[config.mk]
export PLATFORM = sky130hd
export DESIGN_NAME = spi_slave
export DESIGN_NICKNAME = d
export VERILOG_FILES = /design/src/rtl/spi_pkg.sv /design/src/rtl/spi_sync.sv /design/src/rtl/spi_slave.sv
export SDC_FILE = /design/constraint.sdc
export NUM_CORES = 1
export LEC_CHECK = 0
export BUFFER_PORTS_ARGS = -buffer_cell sky130_fd_sc_hd__buf_2
export CORE_ASPECT_RATIO = 1.25
export CORE_UTILIZATION = 55
export DETAILED_ROUTE_END_ITERATION = 8
export GPL_TIMING_DRIVEN = 0
export PLACE_DENSITY = 0.77
export REMOVE_ABC_BUFFERS = 1
export SYNTH_ARGS = -nofsm -noshare
export SYNTH_HDL_FRONTEND = slang
export SYNTH_SLANG_ARGS = --single-unit
[constraint.sdc]
create_clock -name clk -period 2.1 [get_ports clk]
set_input_delay 0.105 -clock clk [delete_from_list [all_inputs] [get_ports clk]]
set_output_delay 0.105 -clock clk [all_outputs]
set_load 0.02 [all_outputs]
[src/rtl/spi_pkg.sv]
// spi_pkg: definitions shared by the SPI-DSD link blocks (spi_slave, spi_master).
//   spi_state_e  : responder FSM state encoding (IDLE, ACTIVE)
//   SPI_DATA_W   : default word width in bits
//   SPI_CPOL/SPI_CPHA/SPI_MSB_FIRST : the only supported mode (mode 0, MSB first)
//   SPI_SYNC_STAGES : metastability flops in front of every pin
package spi_pkg;

  typedef enum logic {
    IDLE   = 1'b0,
    ACTIVE = 1'b1
  } spi_state_e;

  localparam int SPI_DATA_W      = 8;
  localparam bit SPI_CPOL        = 1'b0;
  localparam bit SPI_CPHA        = 1'b0;
  localparam bit SPI_MSB_FIRST   = 1'b1;
  localparam int SPI_SYNC_STAGES = 2;

endpackage

[src/rtl/spi_sync.sv]
// spi_sync: 2-flop synchroniser for one asynchronous pin, followed by a
// previous-value register and registered edge strobes.
//   clk, rst_n : system clock, asynchronous active-low reset
//   pin        : asynchronous input
//   level      : synchronised level, aligned with the strobes (same stage)
//   rise, fall : one-cycle strobes, 3 clk after the pin edge
// RST_VAL is the idle level of the pin, so leaving reset creates no strobe.
module spi_sync #(
  parameter logic RST_VAL = 1'b0
) (
  input  logic clk,
  input  logic rst_n,
  input  logic pin,
  output logic level,
  output logic rise,
  output logic fall
);

  logic s1;
  logic s2;
  logic prev;

  always_ff @(posedge clk or negedge rst_n) begin
    if (!rst_n) begin
      s1   <= RST_VAL;
      s2   <= RST_VAL;
      prev <= RST_VAL;
      rise <= 1'b0;
      fall <= 1'b0;
    end else begin
      s1   <= pin;
      s2   <= s1;
      prev <= s2;
      // Strobes are registered in the same stage as prev, so level and the
      // strobes describe the same pin sample.
      rise <= s2 & ~prev;
      fall <= ~s2 & prev;
    end
  end

  assign level = prev;

endmodule

[src/rtl/spi_slave.sv]
// spi_slave: SPI mode-0 responder running on the system clock.
//   clk, rst_n        : system clock (>= 8x SCLK), asynchronous active-low reset
//   sclk, cs_n, mosi  : asynchronous SPI pins
//   miso, miso_oe     : serial data out and its tri-state enable
//   tx_data/tx_valid/tx_ready : host word into a one-deep holding register
//   rx_data/rx_valid  : last completed word and its one-cycle pulse
//   tx_underrun       : pulse when IDLE_WORD is sent in place of a host word
//   busy              : FSM is ACTIVE (doubles as the state observation point)
//
// Host handshake: a word transfers on a clk edge where tx_valid && tx_ready;
// tx_valid may be raised at any time and tx_data must be stable while it is
// high; tx_ready does not depend on tx_valid.
module spi_slave
  import spi_pkg::*;
#(
  parameter int                 DATA_W    = SPI_DATA_W,
  parameter logic [DATA_W-1:0]  IDLE_WORD = '0
) (
  input  logic              clk,
  input  logic              rst_n,
  input  logic              sclk,
  input  logic              cs_n,
  input  logic              mosi,
  output logic              miso,
  output logic              miso_oe,
  input  logic [DATA_W-1:0] tx_data,
  input  logic              tx_valid,
  output logic              tx_ready,
  output logic [DATA_W-1:0] rx_data,
  output logic              rx_valid,
  output logic              tx_underrun,
  output logic              busy
);

  localparam int               CNT_W = (DATA_W > 2) ? $clog2(DATA_W) : 1;
  localparam logic [CNT_W-1:0] LAST  = CNT_W'(DATA_W - 1);

  // Synchronised pins
  logic sclk_lvl, sclk_rise, sclk_fall;
  logic cs_lvl, cs_rise, cs_fall;
  logic mosi_lvl, mosi_rise, mosi_fall;

  spi_sync #(.RST_VAL(1'b0)) u_sync_sclk (
    .clk(clk), .rst_n(rst_n), .pin(sclk),
    .level(sclk_lvl), .rise(sclk_rise), .fall(sclk_fall)
  );

  spi_sync #(.RST_VAL(1'b1)) u_sync_cs (
    .clk(clk), .rst_n(rst_n), .pin(cs_n),
    .level(cs_lvl), .rise(cs_rise), .fall(cs_fall)
  );

  spi_sync #(.RST_VAL(1'b0)) u_sync_mosi (
    .clk(clk), .rst_n(rst_n), .pin(mosi),
    .level(mosi_lvl), .rise(mosi_rise), .fall(mosi_fall)
  );

  logic unused_sync;
  assign unused_sync = ^{sclk_lvl, mosi_rise, mosi_fall};

  // FSM and datapath state
  spi_state_e        state_q, state_d;
  logic [DATA_W-1:0] shift_in;
  logic [DATA_W-1:0] shift_out;
  logic [DATA_W-1:0] shift_in_next;
  logic [DATA_W-1:0] hold_data;
  logic              hold_full;
  logic [CNT_W-1:0]  bit_cnt;
  logic              started;   // at least one bit received since CS_N fell

  // Control decoded by the FSM
  logic load;          // fill shift_out from holding register or IDLE_WORD
  logic start;         // new CS_N assertion: restart bit counting
  logic sample;        // capture one MOSI bit
  logic shift_out_en;  // advance MISO to the next bit

  always_ff @(posedge clk or negedge rst_n) begin
    if (!rst_n) state_q <= IDLE;
    else        state_q <= state_d;
  end

  always_comb begin
    state_d      = state_q;
    load         = 1'b0;
    start        = 1'b0;
    sample       = 1'b0;
    shift_out_en = 1'b0;
    unique case (state_q)
      IDLE: begin
        if (cs_fall) begin
          state_d = ACTIVE;
          load    = 1'b1;
          start   = 1'b1;
        end
      end
      ACTIVE: begin
        // CS_N release wins over any SCLK strobe in the same cycle, so a
        // final SCLK fall that coincides with it does not consume a tx word.
        if (cs_rise) begin
          state_d = IDLE;
        end else begin
          if (sclk_rise) sample = 1'b1;
          if (sclk_fall) begin
            // bit_cnt wrapped to 0 means the previous word just completed;
            // before the first rise there is nothing to advance past.
            if (bit_cnt == '0 && started) load = 1'b1;
            else                          shift_out_en = 1'b1;
          end
        end
      end
      default: state_d = IDLE;
    endcase
  end

  assign shift_in_next = {shift_in[DATA_W-2:0], mosi_lvl};

  // Receive path
  always_ff @(posedge clk or negedge rst_n) begin
    if (!rst_n) begin
      shift_in <= '0;
      bit_cnt  <= '0;
      started  <= 1'b0;
      rx_data  <= '0;
      rx_valid <= 1'b0;
    end else begin
      rx_valid <= 1'b0;
      if (start) begin
        bit_cnt <= '0;
        started <= 1'b0;
      end else if (sample) begin
        shift_in <= shift_in_next;
        started  <= 1'b1;
        if (bit_cnt == LAST) begin
          bit_cnt  <= '0;
          rx_data  <= shift_in_next;
          rx_valid <= 1'b1;
        end else begin
          bit_cnt <= bit_cnt + CNT_W'(1);
        end
      end
    end
  end

  // Transmit path
  always_ff @(posedge clk or negedge rst_n) begin
    if (!rst_n) begin
      shift_out   <= '0;
      tx_underrun <= 1'b0;
    end else begin
      tx_underrun <= 1'b0;
      if (load) begin
        shift_out   <= hold_full ? hold_data : IDLE_WORD;
        tx_underrun <= ~hold_full;
      end else if (shift_out_en) begin
        shift_out <= {shift_out[DATA_W-2:0], 1'b0};
      end
    end
  end

  // Holding register. A host write is only accepted while empty, so a
  // same-cycle load necessarily found it empty and the write simply lands.
  always_ff @(posedge clk or negedge rst_n) begin
    if (!rst_n) begin
      hold_data <= '0;
      hold_full <= 1'b0;
    end else if (tx_valid && tx_ready) begin
      hold_data <= tx_data;
      hold_full <= 1'b1;
    end else if (load) begin
      hold_full <= 1'b0;
    end
  end

  assign tx_ready = ~hold_full;
  assign busy     = (state_q == ACTIVE);
  assign miso_oe  = busy & ~cs_lvl;
  assign miso     = miso_oe & shift_out[DATA_W-1];

endmodule

==> flow_metrics.env, run 1 <==
export IMPL_synth_seq_cells=52
export IMPL_vias_per_cell=5.59
export IMPL_slew_headroom_pct=27.7
export IMPL_worstPathArrival_ps=1810
export IMPL_numClockSinks=52
export IMPL_p_per_area_mw_per_mm2=1150
export IMPL_max_freq_mhz=613
export IMPL_multiInputGateArea_sq_um=656
export IMPL_fin_crit_ps=1630
export IMPL_cp_cell_sequence="nor2b_1 > mux2_2"
export IMPL_grt_max_degree=53
export IMPL_insertion_delay_ps=300
export IMPL_status="completed"
export IMPL_yosysWarnings=0
export IMPL_grtUsageMet1_pct=22.6
export IMPL_hp_class="in -> async"
export IMPL_yosysTopAreaCell="dfrtp_1"
export IMPL_setup_tns_ps=0
export IMPL_met2_usage_pct=30.8
export IMPL_port_buffer_count=27
export IMPL_hold_violations=0
export IMPL_placementRows=24
export IMPL_ys_types=28
export IMPL_die_h_microns=70.1
export IMPL_drv_slew=0
export IMPL_cts_buffers=5
export IMPL_cell_internal_pwr_mw=1.93
export IMPL_grt_pass1_vias=1277
export IMPL_vias=1309
export IMPL_layout_common_cells="dfrtp_1 (49), nand2_1 (27), buf_2 (27)"
export IMPL_dp_hpwl_microns=2180
export IMPL_start_kind="flip-flop"
export IMPL_synth_area_leaders="dfrtp_1 (60%), mux2_2 (8.8%), nand2_1 (5.0%), dfstp_2 (3.9%), o211ai_1 (2.6%)"
export IMPL_gr_usage_met3_pct=5.19
export IMPL_pre_cts_ws_ps=225
export IMPL_p_sw_uw=747
export IMPL_start_util_pct=58.1
export IMPL_cts_tree="yes"
export IMPL_skew_ps=5.07
export IMPL_critPathMaxStageDelay_ps=600
export IMPL_cap_violations=0
export IMPL_path_max_fanout=12
export IMPL_worst_path_max_delay_cell="nor2b_1"
export IMPL_drt_iter0_markers=31
export IMPL_final_cell_count_no_fill=234
export IMPL_dieArea_sq_mm=0.00396
export IMPL_vdd_drop_max_uv=865
export IMPL_core_area_sq_mm=0.00351
export IMPL_synth_area_sq_mm=0.00204
export IMPL_synth_mux_area_fraction_pct=8.82
export IMPL_antenna_found_initial=0
export IMPL_post_cts_buffers=0
export IMPL_synth_fa_ha_area_share_pct=1.84
export IMPL_fin_nets=211
export IMPL_cp_required_ps=2280
export IMPL_synth_seq_area_share_pct=63.9
export IMPL_root_buffer="clkbuf_8"
export IMPL_synth_xor_area_share_pct=0
export IMPL_syn_to_final_growth_pct=13.8
export IMPL_clockPowerShare_pct=26.6
export IMPL_clockBufferDepth=2
export IMPL_routed_wl_microns=3150
export IMPL_dr_pass1_iters=4
export IMPL_power_frac_seq_pct=53.2
export IMPL_grt_overflow=0
export IMPL_synth_top_family_by_area="simple AND/OR/NAND/NOR gates"
export IMPL_io_pins=28
export IMPL_synth_compound_area_share_pct=6.92
export IMPL_min_period_over_period_pct=77.7
export IMPL_antennaDiodeCount=0
export IMPL_fp_dieW_microns=56.5
export IMPL_gp_congestion=0.735
export IMPL_fin_ws_ps=469
export IMPL_routedWlPerCell_microns=13.5
export IMPL_finalSetupViolCount=0
export IMPL_rsz0062_at_grt="false"
export IMPL_ant_nets=0
export IMPL_critPathCaptureType="flip-flop"
export IMPL_dp_cells=223
export IMPL_synth_simple_area_share_pct=14.4
export IMPL_switching_share_pct=27.9
export IMPL_p_comb_share_pct=20.2
export IMPL_clkTransAtPathRegs_ps=80
export IMPL_p_leak_nw=1.17
export IMPL_seqCellArea_sq_mm=0.00131
export IMPL_drc=0
export IMPL_yosysTopAreaCellShare_pct=60.0
export IMPL_syn_inst=167
export IMPL_grt_pass1_wl_microns=5640
export IMPL_layout_cells_most_common="dfrtp_1"
export IMPL_drive_above_1_share_pct=29.7
export IMPL_fillers=264
export IMPL_critical_path_class="reg -> reg"
export IMPL_avgSynthCellArea_sq_um=12.2
export IMPL_htree_levels=2
export IMPL_tightest_slew_ps=1080
export IMPL_track_usage_pct=18.5
export IMPL_top_usage_layer="met2"
-- logic make-up after synthesis --
| group | Yosys count |
|---|---|
| AOI/OAI and AO/OA | 20 |
| adders and majority gates | 3 |
| buffers and inverters | 16 |
| DFF | 52 |
| muxes | 16 |
| and+or+nand+nor | 60 |
-- area by class of cell --
class	count	share of cell area, %
clock inverter	1	1.29
tap	39	2.10
sequential	52	56.2
clock buffer	7	4.15
multi-input combinational	99	28.2
inverter	6	0.969
timing repair buffer	30	7.11
-- synth_stat cells --
| cell type | count |
|---|---|
| and2_1 | 1 |
| o211ai_1 | 7 |
| nand2_2 | 1 |
| nand2_1 | 27 |
| nor2b_1 | 6 |
| ha_1 | 3 |
| nand3_1 | 9 |
| buf_2 | 4 |
| a21o_1 | 1 |
| buf_6 | 2 |
| and3b_1 | 2 |
| clkbuf_1 | 3 |
| o22ai_2 | 1 |
| o21ai_0 | 1 |
| o31ai_1 | 2 |
| and3b_2 | 1 |
| mux2_2 | 16 |
| nand2b_1 | 1 |
| a31oi_1 | 7 |
| buf_4 | 1 |
| a21oi_1 | 1 |
| nor2_1 | 2 |
| dfstp_2 | 3 |
| nand3b_1 | 2 |
| inv_1 | 6 |
| or2_1 | 1 |
| dfrtp_1 | 49 |
| nor3_1 | 7 |
-- worst max-delay path: cells and delay by family, from the launching register on --
kind	cells	cell delay [ps]
multiplexers	1	410
flip-flops	1	510
AND/OR/NAND/NOR	1	600
-- power groups by stage --
stage	clock network [mW]	registers (mW)	logic [mW]
after floorplan	0	1.40	0.410
after global placement	0	1.42	0.510
after detailed placement	0	1.44	0.535
after CTS	0.731	1.42	0.550
after global routing	0.775	1.46	0.616
final	0.712	1.42	0.541
-- sequential cells by signal (all words and copies together) (netlist names), 3 cells and up --
register   count
bit_cnt        3
hold_data      8
rx_data        8
shift_in       7
shift_out      8
-- path summary, 6_finish.rpt --
path / slack (ps) / depth (start not counted) / to / start
max: 470 / 2 / hold_data[5]$_DFFE_PN0P_ / hold_full$_DFFE_PN0P_
max reg2reg: 470 / 2 / hold_data[5]$_DFFE_PN0P_ / hold_full$_DFFE_PN0P_
min reg2reg: 360 / 0 / u_sync_sclk.s2$_DFF_PN0_ / u_sync_sclk.s1$_DFF_PN0_
min in group clk: 40 / 2 / hold_data[4]$_DFFE_PN0P_ / tx_data[4]
min: 7 / 1 / rx_valid$_DFF_PN0_ / rst_n
max in group asynchronous: 1430 / 1 / shift_out[0]$_DFFE_PN0P_ / rst_n
-- through the flow --
step | instance area [sq um] | power [mW] | util (%) | hold slack (ps)
after floorplan | 1980 | 1.81 | - | -191
after global placement | 2160 | 1.93 | 61.6 | 210
after detailed placement | 2160 | 1.98 | 61.6 | 214
after CTS | 2320 | 2.70 | 66.1 | 30.4
after global routing | 2320 | 2.85 | 66.1 | 30.0
final | 2320 | 2.68 | 66.1 | 6.90
-- metal layers --
| metal | vias up | wire length, microns |
|---|---|---|
| li1 | 618 | - |
| met1 | 658 | 1320 |
| met2 | 28 | 1670 |
| met3 | 5 | 118 |
| met4 | 0 | 40 |
| met5 | - | 0 |
-- repair_timing --
item                                    in CTS  in global routing
endpoints found under the setup margin       0                  7
endpoints found under the hold margin        3                  0
gates resized for setup                      0                  1
hold buffers                                 3                  0
Note: power is estimated with default switching activity, not from simulation.
==> run 2, diff against run 1 <==
==> constraint.sdc (replaced) <==
create_clock -name clk -period 1.7 [get_ports clk]
set_input_delay 0.085 -clock clk [delete_from_list [all_inputs] [get_ports clk]]
set_output_delay 0.085 -clock clk [all_outputs]
set_load 0.02 [all_outputs]
==> run 2 against run 1 <==
Against the previous run: the run now ends with negative hold slack left; combinational power rose by 24%; via count rose by 0.92%; first-iteration DRC count did not move; non-clock buffer count did not move; critical path type unchanged; critical endpoint is now rx_data[2]$_DFFE_PN0P_; largest power group unchanged; die area did not move.
==> flow_metrics.env, run 2 (synthesized netlist as in run 1, its figures left out) <==
export IMPL_status="complete, but fails checks"
export IMPL_violations="negative hold slack"
export IMPL_slew_headroom_pct=27.7
export IMPL_critical_path_class="reg -> reg"
export IMPL_routed_top_layer="met4"
export IMPL_io_pins=28
export IMPL_vias_per_cell=5.65
export IMPL_vias=1321
export IMPL_start_util_pct=58.1
export IMPL_skew_ps=4.39
export IMPL_worstPathArrival_ps=1680
export IMPL_finalSetupViolCount=0
export IMPL_grt_max_degree=53
export IMPL_cts_buffers=5
export IMPL_grt_overflow=0
export IMPL_wl_met3_microns=145
export IMPL_antenna_found_initial=0
export IMPL_insertion_delay_ps=300
export IMPL_p_leak_nw=1.17
export IMPL_path_max_fanout=9
export IMPL_place_area_sq_mm=0.00216
export IMPL_hold_violations=16
export IMPL_numClockSinks=52
export IMPL_dp_cells=223
export IMPL_root_buffer="clkbuf_8"
export IMPL_fin_hold_ws_ps=-10.9
export IMPL_core_area_sq_mm=0.00351
export IMPL_drc=0
export IMPL_rrSetupSlack_ps=200
export IMPL_ant_nets=0
export IMPL_cap_violations=0
export IMPL_syn_to_final_growth_pct=14.2
export IMPL_post_cts_buffers=0
export IMPL_vdd_drop_max_uv=1060
export IMPL_gp_congestion=0.735
export IMPL_routed_wl_microns=3150
export IMPL_cp_required_ps=1880
export IMPL_port_buffer_count=27
export IMPL_final_cell_count_no_fill=234
export IMPL_drt_iter0_markers=31
export IMPL_clockBufferDepth=2
export IMPL_grt_pass1_wl_microns=5640
export IMPL_drive_above_1_share_pct=30.3
export IMPL_max_freq_mhz=669
export IMPL_p_per_area_mw_per_mm2=1420
export IMPL_fp_dieW_microns=56.5
export IMPL_tightest_slew_ps=1080
export IMPL_r2r_cells=4
export IMPL_power_mw=3.32
export IMPL_hp_class="in -> async"
export IMPL_dieArea_sq_mm=0.00396
export IMPL_fin_crit_ps=1500
export IMPL_start_kind="flip-flop"
export IMPL_final_area_sq_mm=0.00233
export IMPL_clkTransAtPathRegs_ps=80
export IMPL_layout_cells_most_common="dfrtp_1"
export IMPL_largest_registers="hold_data: 8 flops, rx_data: 8 flops, shift_out: 8 flops"
export IMPL_rsz0062_at_grt="false"
export IMPL_min_period_over_period_pct=88.0
export IMPL_drv_slew=0
export IMPL_cts_tree="yes"
export IMPL_track_usage_pct=18.5
export IMPL_critPathCaptureType="flip-flop"
export IMPL_die_h_microns=70.1
export IMPL_antennaDiodeCount=0
export IMPL_m1WireLength_microns=1300
export IMPL_grt_pass1_vias=1277
export IMPL_routedWlPerCell_microns=13.5
export IMPL_setup_tns_ps=0
export IMPL_fin_nets=211
export IMPL_layout_common_cells="dfrtp_1 (49), nand2_1 (27), buf_2 (27)"
export IMPL_dr_wl_met2_microns=1670
export IMPL_dp_hpwl_microns=2180
export IMPL_dr_pass1_iters=4
export IMPL_placementRows=24
export IMPL_htree_levels=2
==> run 2: cell counts in the layout (fill, tap and decap cells not counted) <==
No cell type changed its count.
==> run 2: final timing paths <==
check / startpoint / end
worst min register to register: u_sync_sclk.s1$_DFF_PN0_ / u_sync_sclk.s2$_DFF_PN0_
worst min-delay path: rst_n / rx_valid$_DFF_PN0_
max in group asynchronous: rst_n / tx_underrun$_DFF_PN0_
worst max-delay path: bit_cnt[0]$_DFFE_PN0P_ / rx_data[2]$_DFFE_PN0P_
worst max register to register: bit_cnt[0]$_DFFE_PN0P_ / rx_data[2]$_DFFE_PN0P_
min in group clk: tx_data[4] / hold_data[4]$_DFFE_PN0P_
==> run 2: timing repair <==
item | 4_1_cts | 5_1_grt
endpoints found under the setup margin | 10 | 14
endpoints found under the hold margin | 3 | 0
hold buffers | 3 | 0
pin swaps | 0 | 0
resized for setup | 1 | 2
==> run 2: metrics by stage <==
| step | hold slack, ps | setup WS, ps | util, % |
|---|---|---|---|
| 2_1_floorplan | -211 | 52.2 | - |
| 3_3_place_gp | 190 | -124 | 61.6 |
| 3_5_place_dp | 194 | -175 | 61.6 |
| 4_1_cts | 10.4 | 52.0 | 66.1 |
| 5_1_grt | 9.97 | 97.7 | 66.3 |
| 6_report | -10.9 | 205 | 66.3 |
==> run 2: layout make-up <==
cell class / instances / area [sq um]
flip-flops and latches: 52 / 1310
fillers: 264 / 1180
multi-input cells: 99 / 663
repair buffers: 30 / 165
clock buffers: 7 / 96.3
well taps: 39 / 48.8
clock inverters: 1 / 30.0
inverters: 6 / 22.5
==> run 2: power breakdown <==
| part | switching, mW | total [mW] | internal, mW |
|---|---|---|---|
| sequential | 0.220 | 1.76 | 1.54 |
| combinational | 0.349 | 0.673 | 0.324 |
| clock | 0.362 | 0.881 | 0.519 |
==> run 2: worst max-delay path: stages, from the launching register on <==
cell and delay [ps]:
dfrtp_1 420, ha_1 220, ha_1 200, nand2_2 180
mux2_2 360
==> run 2: routing by layer <==
metal  track usage, %  vias up
li1                 -      616
met2             30.8       46
met5                0        -
met4             7.05        0
met1             22.6      654
met3             5.19        5
==> run 3, diff against run 2 <==
--- a/config.mk
+++ b/config.mk
@@ -5,6 +5,7 @@
 export SDC_FILE = /design/constraint.sdc
 export NUM_CORES = 1
 export LEC_CHECK = 0
+export ABC_AREA = 1
 export BUFFER_PORTS_ARGS = -buffer_cell sky130_fd_sc_hd__buf_2
 export CORE_ASPECT_RATIO = 1.25
 export CORE_UTILIZATION = 55
==> run 3 against run 2 <==
Against the previous run: the flow still finishes with violations (negative hold slack); final area up 2.6%; clock-buffer cell count is 1 lower; register-to-register slack better by 40 ps; non-clock buffer count rose by 6; fmax grew 2.8%; sequential power about the same; routed wire length increased by 1.3%; flip-flop and latch count is the same; highest routed layer unchanged.
==> flow_metrics.env, run 3 <==
export IMPL_status="complete, but fails checks"
export IMPL_violations="negative hold slack"
export IMPL_dieArea_sq_mm=0.00397
export IMPL_htree_levels=2
export IMPL_synth_area_sq_mm=0.00204
export IMPL_place_area_sq_mm=0.00220
export IMPL_synth_async_sr_flop_share_pct=100
export IMPL_rsz0062_at_grt="false"
export IMPL_fillers=279
export IMPL_skew_ps=7.46
export IMPL_dp_hpwl_microns=2100
export IMPL_seqCellArea_sq_mm=0.00131
export IMPL_clockBufferDepth=2
export IMPL_root_buffer="clkbuf_8"
export IMPL_synthTopCellsByCount="nand2_1 (56), dfrtp_1 (49), inv_1 (26)"
export IMPL_synth_edf_count=0
export IMPL_cap_violations=0
export IMPL_hold_violations=49
export IMPL_drt_iter0_markers=52
export IMPL_grt_pass1_wl_microns=5590
export IMPL_cts_tree="yes"
export IMPL_io_pins=28
export IMPL_pre_cts_ws_ps=87.2
export IMPL_fp_dieW_microns=56.5
export IMPL_synth_ff_type="dfrtp_1"
export IMPL_gp_congestion=0.747
export IMPL_critical_path_class="reg -> reg"
export IMPL_tightest_slew_ps=1080
export IMPL_worstPathArrival_ps=1640
export IMPL_yosysTopAreaCell="dfrtp_1"
export IMPL_hp_class="in -> async"
export IMPL_yosysMostFrequentCell="nand2_1"
export IMPL_grt_max_degree=53
export IMPL_drv_slew=0
export IMPL_core_area_sq_mm=0.00351
export IMPL_path_max_fanout=8
export IMPL_drc=0
export IMPL_insertion_delay_ps=310
export IMPL_synth_area_leaders="dfrtp_1 (60%), nand2_1 (10%), inv_1 (4.8%), mux2_2 (4.4%), o21ai_0 (3.9%)"
export IMPL_finalSetupViolCount=0
export IMPL_slew_headroom_pct=28.3
export IMPL_start_util_pct=58.2
export IMPL_syn_inst=203
export IMPL_clkTransAtPathRegs_ps=90
export IMPL_cts_buffers=5
export IMPL_numClockSinks=52
export IMPL_critPathCaptureType="flip-flop"
export IMPL_power_mw=3.21
export IMPL_yosysTopAreaCellShare_pct=60.0
export IMPL_die_h_microns=70.2
export IMPL_port_buffer_count=27
export IMPL_largest_registers="hold_data: 8 flops, rx_data: 8 flops, shift_out: 8 flops"
export IMPL_p_per_area_mw_per_mm2=1340
export IMPL_cp_required_ps=1890
export IMPL_multiInputGateArea_sq_um=617
export IMPL_routed_wl_microns=3190
export IMPL_fin_nets=259
export IMPL_grt_pass1_vias=1352
export IMPL_placementRows=24
export IMPL_drive_above_1_share_pct=22.6
export IMPL_fin_ws_ps=246
export IMPL_synth_seq_cells=52
export IMPL_yosysWarnings=0
export IMPL_syn_to_final_growth_pct=17.0
export IMPL_antennaDiodeCount=0
export IMPL_dr_pass1_iters=6
export IMPL_track_usage_pct=18.5
export IMPL_layout_common_cells="nand2_1 (56), dfrtp_1 (49), buf_2 (27)"
export IMPL_layout_cells_most_common="nand2_1"
export IMPL_antenna_found_initial=0
export IMPL_synth_seq_area_share_pct=63.8
export IMPL_min_period_over_period_pct=85.5
export IMPL_start_kind="flip-flop"
export IMPL_grt_overflow=0
export IMPL_p_leak_nw=1.25
export IMPL_setup_tns_ps=0
export IMPL_fin_crit_ps=1450
export IMPL_ys_types=21
export IMPL_avgSynthCellArea_sq_um=10.1
export IMPL_ant_nets=0
export IMPL_vias=1424
export IMPL_fin_hold_ws_ps=-33.2
export IMPL_routedWlPerCell_microns=11.3
export IMPL_max_freq_mhz=688
export IMPL_vias_per_cell=5.05
export IMPL_final_area_sq_mm=0.00239
export IMPL_vdd_drop_max_uv=953
[run 3: critical path: stages (launching register included)]
cell     delay (ps)
dfrtp_1         420
inv_1            70
ha_1            140
nand2_1          80
o21ai_2         320
nand2_1         160
nand2_1          90
nand2_1          50
[run 3: logic make-up after synthesis]
group	count (synthesis)	share of synthesized area [%]
AOI/OAI and AO/OA	27	7.04
adders and majority gates	3	1.84
and+or+nand+nor	82	16.8
buffers and inverters	31	6.12
DFF	52	63.8
muxes	8	4.41
[run 3: final timing paths]
kind	endpoint	slack [ps]	cells after the start	from
setup / recovery	hold_full$_DFFE_PN0P_	250	7	bit_cnt[0]$_DFFE_PN0P_
hold / removal	shift_in[2]$_DFFE_PN0P_	-30	1	rst_n
setup reg to reg	hold_full$_DFFE_PN0P_	250	7	bit_cnt[0]$_DFFE_PN0P_
hold reg to reg	u_sync_mosi.level$_DFF_PN0_	350	0	u_sync_mosi.s2$_DFF_PN0_
max in group asynchronous	shift_out[5]$_DFFE_PN0P_	1070	1	rst_n
min in group clk	hold_data[1]$_DFFE_PN0P_	10	2	tx_data[1]
[run 3: layout make-up]
class	instances	area share (%)
clock buffers	6	3.45
clock inverters	2	0.628
inverters	27	4.24
multi-input cells	120	25.8
flip-flops and latches	52	54.6
well taps	39	2.04
repair buffers	36	9.31
[run 3: metal layers]
layer  up-vias  share of wire [%]  GRT usage [%]
met5         -                  0              0
met4         0                2.0           8.94
met3         5                3.5           5.19
met2        29                 53           32.2
met1       673                 42           20.5
li1        717                  -              -
[run 3: repair_timing]
action                                  in CTS  in global routing
resized for setup                            0                  1
hold buffers                                 7                  1
setup buffers                                0                  1
endpoints found under the hold margin        7                  1
endpoints found under the setup margin       0                 10
[run 3: through the flow]
stage / cells / utilization [%]
finish: 282 / 68.1
CTS: 280 / 67.5
global placement: 265 / 62.7
floorplan: 199 / -
detailed placement: 265 / 62.7
global route: 282 / 68.1
[run 3: report_power, final]
part	total (mW)	switching [mW]	internal [mW]
Combinational	0.738	0.419	0.319
Sequential	1.75	0.199	1.55
Clock	0.724	0.394	0.330
Total	3.21	1.01	2.20
